===== config.mk =====
export PLATFORM = sky130hd
export DESIGN_NAME = alu_result_fifo_flat
export DESIGN_NICKNAME = d
export VERILOG_FILES = /design/src/rtl/alu_result_fifo_if.sv /design/src/rtl/alu_result_fifo.sv /design/src/flat_wrapper.sv
export SDC_FILE = /design/constraint.sdc
export NUM_CORES = 1
export LEC_CHECK = 0
export ABC_CLOCK_PERIOD_IN_PS = 2800
export CAP_MARGIN = 20
export CELL_PAD_IN_SITES_DETAIL_PLACEMENT = 1
export CELL_PAD_IN_SITES_GLOBAL_PLACEMENT = 1
export CORE_UTILIZATION = 32
export DETAILED_ROUTE_END_ITERATION = 8
export PLACE_DENSITY = 0.72
export SLEW_MARGIN = 10
export SYNTH_ARGS = -nofsm -noshare
export SYNTH_HDL_FRONTEND = slang
export SYNTH_SLANG_ARGS = --single-unit

===== constraint.sdc =====
create_clock -name clk -period 2.8 [get_ports clk]
set_clock_uncertainty 0.15 [all_clocks]
set_input_delay 0.42 -clock clk [delete_from_list [all_inputs] [get_ports clk]]
set_output_delay 0.42 -clock clk [all_outputs]
set_load 0.03 [all_outputs]

===== src/rtl/alu_result_fifo_if.sv =====
// rtl/alu_result_fifo_if.sv - ALU result producer and consumer handshake bundle
interface alu_result_fifo_if #(
   parameter int DATA_W = 8,
   parameter int OP_W   = 3
);
   logic              in_valid;
   logic              in_ready;
   logic [DATA_W-1:0] in_y;
   logic              in_cout;
   logic [OP_W-1:0]   in_op;
   logic              out_valid;
   logic              out_ready;
   logic [DATA_W-1:0] out_y;
   logic [OP_W-1:0]   out_op;
   logic [3:0]        out_flags;

   modport master (
      output in_valid, in_y, in_cout, in_op, out_ready,
      input  in_ready, out_valid, out_y, out_op, out_flags
   );

   modport slave (
      input  in_valid, in_y, in_cout, in_op, out_ready,
      output in_ready, out_valid, out_y, out_op, out_flags
   );
endinterface


===== src/rtl/alu_result_fifo.sv =====
// rtl/alu_result_fifo.sv - first-word-fall-through FIFO of ALU results with flags and statistics
module alu_result_fifo #(
   parameter int DATA_W = 8,
   parameter int OP_W   = 3,
   parameter int DEPTH  = 4,
   parameter int CNT_W  = 8
) (
   input  logic                       clk,
   input  logic                       rst,
   alu_result_fifo_if.slave           bus,
   input  logic                       clr_stats,
   output logic [$clog2(DEPTH+1)-1:0] count,
   output logic [CNT_W-1:0]           result_cnt,
   output logic [CNT_W-1:0]           stall_cnt
);
   localparam int PW = $clog2(DEPTH);
   localparam int CW = $clog2(DEPTH+1);
   localparam logic [CW-1:0]    FULL    = CW'(DEPTH);
   localparam logic [CW-1:0]    CNT_INC = CW'(1);
   localparam logic [PW-1:0]    PTR_INC = PW'(1);
   localparam logic [CNT_W-1:0] ST_INC  = CNT_W'(1);

   logic [DATA_W-1:0] mem_y     [DEPTH];
   logic [OP_W-1:0]   mem_op    [DEPTH];
   logic [3:0]        mem_flags [DEPTH];

   logic [PW-1:0] wr_ptr;
   logic [PW-1:0] rd_ptr;
   logic          push;
   logic          pop;
   logic          stall;
   logic [3:0]    in_flags;

   assign bus.in_ready  = (count != FULL);
   assign bus.out_valid = (count != '0);
   assign push  = bus.in_valid && bus.in_ready;
   assign pop   = bus.out_valid && bus.out_ready;
   assign stall = bus.in_valid && !bus.in_ready;

   // {C, Z, N, P}; P is 1 for an odd number of ones in Y
   assign in_flags = {bus.in_cout, (bus.in_y == '0), bus.in_y[DATA_W-1], ^bus.in_y};

   assign bus.out_y     = bus.out_valid ? mem_y[rd_ptr]     : '0;
   assign bus.out_op    = bus.out_valid ? mem_op[rd_ptr]    : '0;
   assign bus.out_flags = bus.out_valid ? mem_flags[rd_ptr] : '0;

   always_ff @(posedge clk) begin
      if (push && !rst) begin
         mem_y[wr_ptr]     <= bus.in_y;
         mem_op[wr_ptr]    <= bus.in_op;
         mem_flags[wr_ptr] <= in_flags;
      end
   end

   always_ff @(posedge clk) begin
      if (rst) begin
         wr_ptr <= '0;
         rd_ptr <= '0;
         count  <= '0;
      end else begin
         if (push) wr_ptr <= wr_ptr + PTR_INC;
         if (pop)  rd_ptr <= rd_ptr + PTR_INC;
         case ({push, pop})
            2'b10:   count <= count + CNT_INC;
            2'b01:   count <= count - CNT_INC;
            default: count <= count;
         endcase
      end
   end

   always_ff @(posedge clk) begin
      if (rst || clr_stats) begin
         result_cnt <= '0;
         stall_cnt  <= '0;
      end else begin
         if (push) result_cnt <= result_cnt + ST_INC;
         if (stall && (stall_cnt != '1)) stall_cnt <= stall_cnt + ST_INC;
      end
   end
endmodule

===== src/flat_wrapper.sv =====
// flat-port wrapper written by rule: the top's interface ports become plain ports
module alu_result_fifo_flat 
#(
   parameter int DATA_W = 8,
   parameter int OP_W   = 3,
   parameter int DEPTH  = 4,
   parameter int CNT_W  = 8
)
  (clk, rst, clr_stats, count, result_cnt, stall_cnt, bus_in_valid, bus_in_y, bus_in_cout, bus_in_op, bus_out_ready, bus_in_ready, bus_out_valid, bus_out_y, bus_out_op, bus_out_flags);
  alu_result_fifo_if #(.DATA_W(DATA_W), .OP_W(OP_W)) bus_i ();
  input  logic clk;
  input  logic rst;
  input  logic clr_stats;
  output logic [$clog2(DEPTH+1)-1:0] count;
  output logic [CNT_W-1:0] result_cnt;
  output logic [CNT_W-1:0] stall_cnt;
  input wire logic [$bits(bus_i.in_valid)-1:0] bus_in_valid;
  input wire logic [$bits(bus_i.in_y)-1:0] bus_in_y;
  input wire logic [$bits(bus_i.in_cout)-1:0] bus_in_cout;
  input wire logic [$bits(bus_i.in_op)-1:0] bus_in_op;
  input wire logic [$bits(bus_i.out_ready)-1:0] bus_out_ready;
  output wire logic [$bits(bus_i.in_ready)-1:0] bus_in_ready;
  output wire logic [$bits(bus_i.out_valid)-1:0] bus_out_valid;
  output wire logic [$bits(bus_i.out_y)-1:0] bus_out_y;
  output wire logic [$bits(bus_i.out_op)-1:0] bus_out_op;
  output wire logic [$bits(bus_i.out_flags)-1:0] bus_out_flags;
  assign bus_i.in_valid = bus_in_valid;
  assign bus_i.in_y = bus_in_y;
  assign bus_i.in_cout = bus_in_cout;
  assign bus_i.in_op = bus_in_op;
  assign bus_i.out_ready = bus_out_ready;
  assign bus_in_ready = bus_i.in_ready;
  assign bus_out_valid = bus_i.out_valid;
  assign bus_out_y = bus_i.out_y;
  assign bus_out_op = bus_i.out_op;
  assign bus_out_flags = bus_i.out_flags;
  alu_result_fifo #(.DATA_W(DATA_W), .OP_W(OP_W), .DEPTH(DEPTH), .CNT_W(CNT_W)) u_core (.clk(clk), .rst(rst), .bus(bus_i), .clr_stats(clr_stats), .count(count), .result_cnt(result_cnt), .stall_cnt(stall_cnt));
endmodule

==> summary.md, run 1 <==
| Metric | Value |
|---|---|
| RSZ-0062 raised after global routing | false |
| Vias per inst | 4.953 |
| Drt first-iter violations | 74 |
| TritonCTS clock tree | done |
| IR drop worst, VDD | 0.3889 mV |
| Layout area overhead | 29.35% |
| DP Wirelength | 5.263 mm |
| Mapped cell area | 3556 µm² |
| Yosys warns | 0 |
| Hold Slack | 348.2 ps |
| Drt drc | 0 |
| Antenna cell count | 0 |
| CTS Hold Buffers Added | 0 |
| Clock sinks | 81 |
| Pre-antenna DRT Iters | 4 |
| Post-synth cell types | 36 |
| Fmax | 0.3912 GHz |
| Register area share after synthesis | 0.6137 |
| Finish-stage setup viols | 0 |
| DR top layer | met4 |
| Actual slew at the worst max-slew pin | 721.4 ps |
| Die height | 107.4 µm |
| Vias in the first global route | 2,439 |
| Num rows | 38 |
| Port bufs | 52 |
| Initial antenna violation count | 0 |
| CP endpoint kind | output port |
| Total Wirelength | 7.813 mm |
| Worst path arrival time | 1990 ps |
| Met1 wire length | 3.460 mm |
| Required @ worst endpoint | 2230 ps |
| PnR Total Power | 0.003864 W |
| Fin crit period | 2556 ps |
| Syn_area_per_cell | 13.84 µm² |
| Number of flops mapped to enable cells by yosys | 56 |
| Total grt overflow | 0 |
| Top_reg_cell synth | edfxtp_1 |
| Clock Latency Late Sink | 360 ps |
| Pwr Density | 840.0 nW/µm² |
| I/O Pins | 53 |
| Die ar. | 11,540 µm² |
| Share of cells above drive strength 1 | 0.1560 |
| Post-route ant nets | 0 |
| Bufs on Longest Clock Path | 2 |
| Initial Util | 0.3280 |
| Final worst slack | 243.7 ps |
| Worst slew margin | 0.5176 |
| Final-stage net count | 351 |
| Max Slew Vio Count | 0 |
| Pre-CTS setup slack | 224.2 ps |
| H-Tree Depth | 3 |
| Met3 wire len | 300 µm |
| Routability cong. | 0.7654 |
| Syn nets | 286 |
| Pleak | 1.737 nW |
| Crit-path max FO | 15 |
| Routed wire length per instance | 16.73 µm |
| Outcome | finished, final reports clean |
| Cells after Synth | 257 |
| First-pass GRT wire length | 12.76 mm |
| WL met2 | 3.921 mm |
| Tcrit/Tclk final | 0.9130 |
| Hold WC Path Type | flop to flop |
| Via count | 2,313 |
| CTS Buf Count | 9 |
| Root buffer cell | clkbuf_8 |
| Most common cell after layout, fill and taps aside | edfxtp_1 |
| Critical path class | flop to output port |
| Startpoint Class | flop |
| Max cap viols | 0 |
| Core area | 10,840 µm² |
| FF+latch count, synth | 81 |
| Clock transition at the registers of the reported paths | 80 ps |
| # Post-CTS Setup Buffers | 0 |
| FFs w/ async S/R, synth | 0 |
| Largest net degree at the start of global routing | 18 |
| Chip width | 107.4 µm |
| Commonest non-fill, non-tap cells in the layout | 56 x edfxtp_1, 37 x clkdlybuf4s50_1, 25 x dfxtp_1, 20 x inv_1, 15 x nor2b_1 |
| Setup TNS | 0 ps |
| Hold violation total from the final report | 0 |
| GRT Util Overall | 0.1491 |
==> per-layer routing <==
| layer | vias up | track usage |
|---|---|---|
| met4 | 0 | 0.05871 |
| met3 | 11 | 0.03995 |
| li1 | 1094 | - |
| met1 | 1153 | 0.1750 |
| met5 | - | 0 |
| met2 | 55 | 0.2585 |
==> power by group <==
part | internal [W] | total, W | switching [W]
clock network | 0.000599 | 0.00105 | 0.000450
logic | 0.000603 | 0.00140 | 0.000797
registers | 0.00137 | 0.00141 | 0.0000477
total | 0.00257 | 0.00386 | 0.00129
==> cells in the mapped netlist, types with 4 or more instances <==
cell type,instances,share of area
a21oi_1,13,0.018
and4_1,4,0.0099
buf_2,6,0.0084
dfxtp_1,25,0.14
edfxtp_1,56,0.47
ha_1,11,0.039
inv_1,20,0.021
mux2i_1,5,0.014
mux4_2,14,0.089
nand2_1,14,0.015
nand3_1,6,0.0084
nor2_1,8,0.0084
nor2b_1,15,0.026
nor3b_1,4,0.0084
o21ai_0,7,0.0099
o31ai_1,8,0.017
or3_1,5,0.0088
or4_1,6,0.013
xor2_1,5,0.012
==> critical path: stages, from the launching register on <==
cell             delay [ps]
dfxtp_1                 350
nor3_4                  580
inv_1                    90
clkdlybuf4s50_1         610
==> metrics by stage <==
stage	utilization	instance area, µm²	instances
finish	0.4243	4599	467
global route	0.4243	4599	467
CTS	0.4215	4569	467
detailed placement	0.3988	4323	451
global placement	0.3988	4323	451
floorplan	-	3556	257
==> final timing paths <==
path	from	to	slack (ps)	cells after the start
worst max-delay path	u_core.count[2]	bus_out_valid	240	3
worst min-delay path	u_core.result_cnt[7]	u_core.result_cnt[7]	350	2
worst max register to register	u_core.count[2]	u_core.count[2]	330	10
worst min register to register	u_core.result_cnt[7]	u_core.result_cnt[7]	350	2
==> flip-flops by register name (all words and copies together), names as in the netlist, named ones only <==
signal	count
u_core.wr_ptr	2
u_core.stall_cnt	8
u_core.mem_y	28
u_core.mem_flags	16
u_core.mem_op	12
u_core.rd_ptr	2
u_core.result_cnt	8
u_core.count	3
==> layout make-up <==
class / count / area (µm²)
inverter: 20 / 75.07
clock buffer: 10 / 127.6
tap: 140 / 175.2
multi-input combinational: 145 / 1266
clock inverter: 6 / 116.4
sequential: 81 / 2182
fill: 1136 / 6241
timing repair buffer: 65 / 656.9
==> cell families after synthesis <==
logic type / after synthesis / share of synthesized area
xor gates and xnor gates: 7 / 0.01724
buffers and inverters: 31 / 0.03906
DFF: 81 / 0.6137
and+or+nand+nor: 73 / 0.1246
AOI/OAI and AO/OA: 34 / 0.05841
muxes: 19 / 0.1027
adders and majority gates: 12 / 0.04433
==> what timing repair did <==
item	CTS	global route
endpoints found under the setup margin	16	12
hold endpoints to repair	0	0
gates resized for setup	4	12
Note: power is estimated with default switching activity, not from simulation.
==> run 2: changes to the inputs <==
- TNS_END_PERCENT: not set -> 50
==> results of run 2 <==
Same layout as run 1: the final DEF is identical, and so are final timing and power.
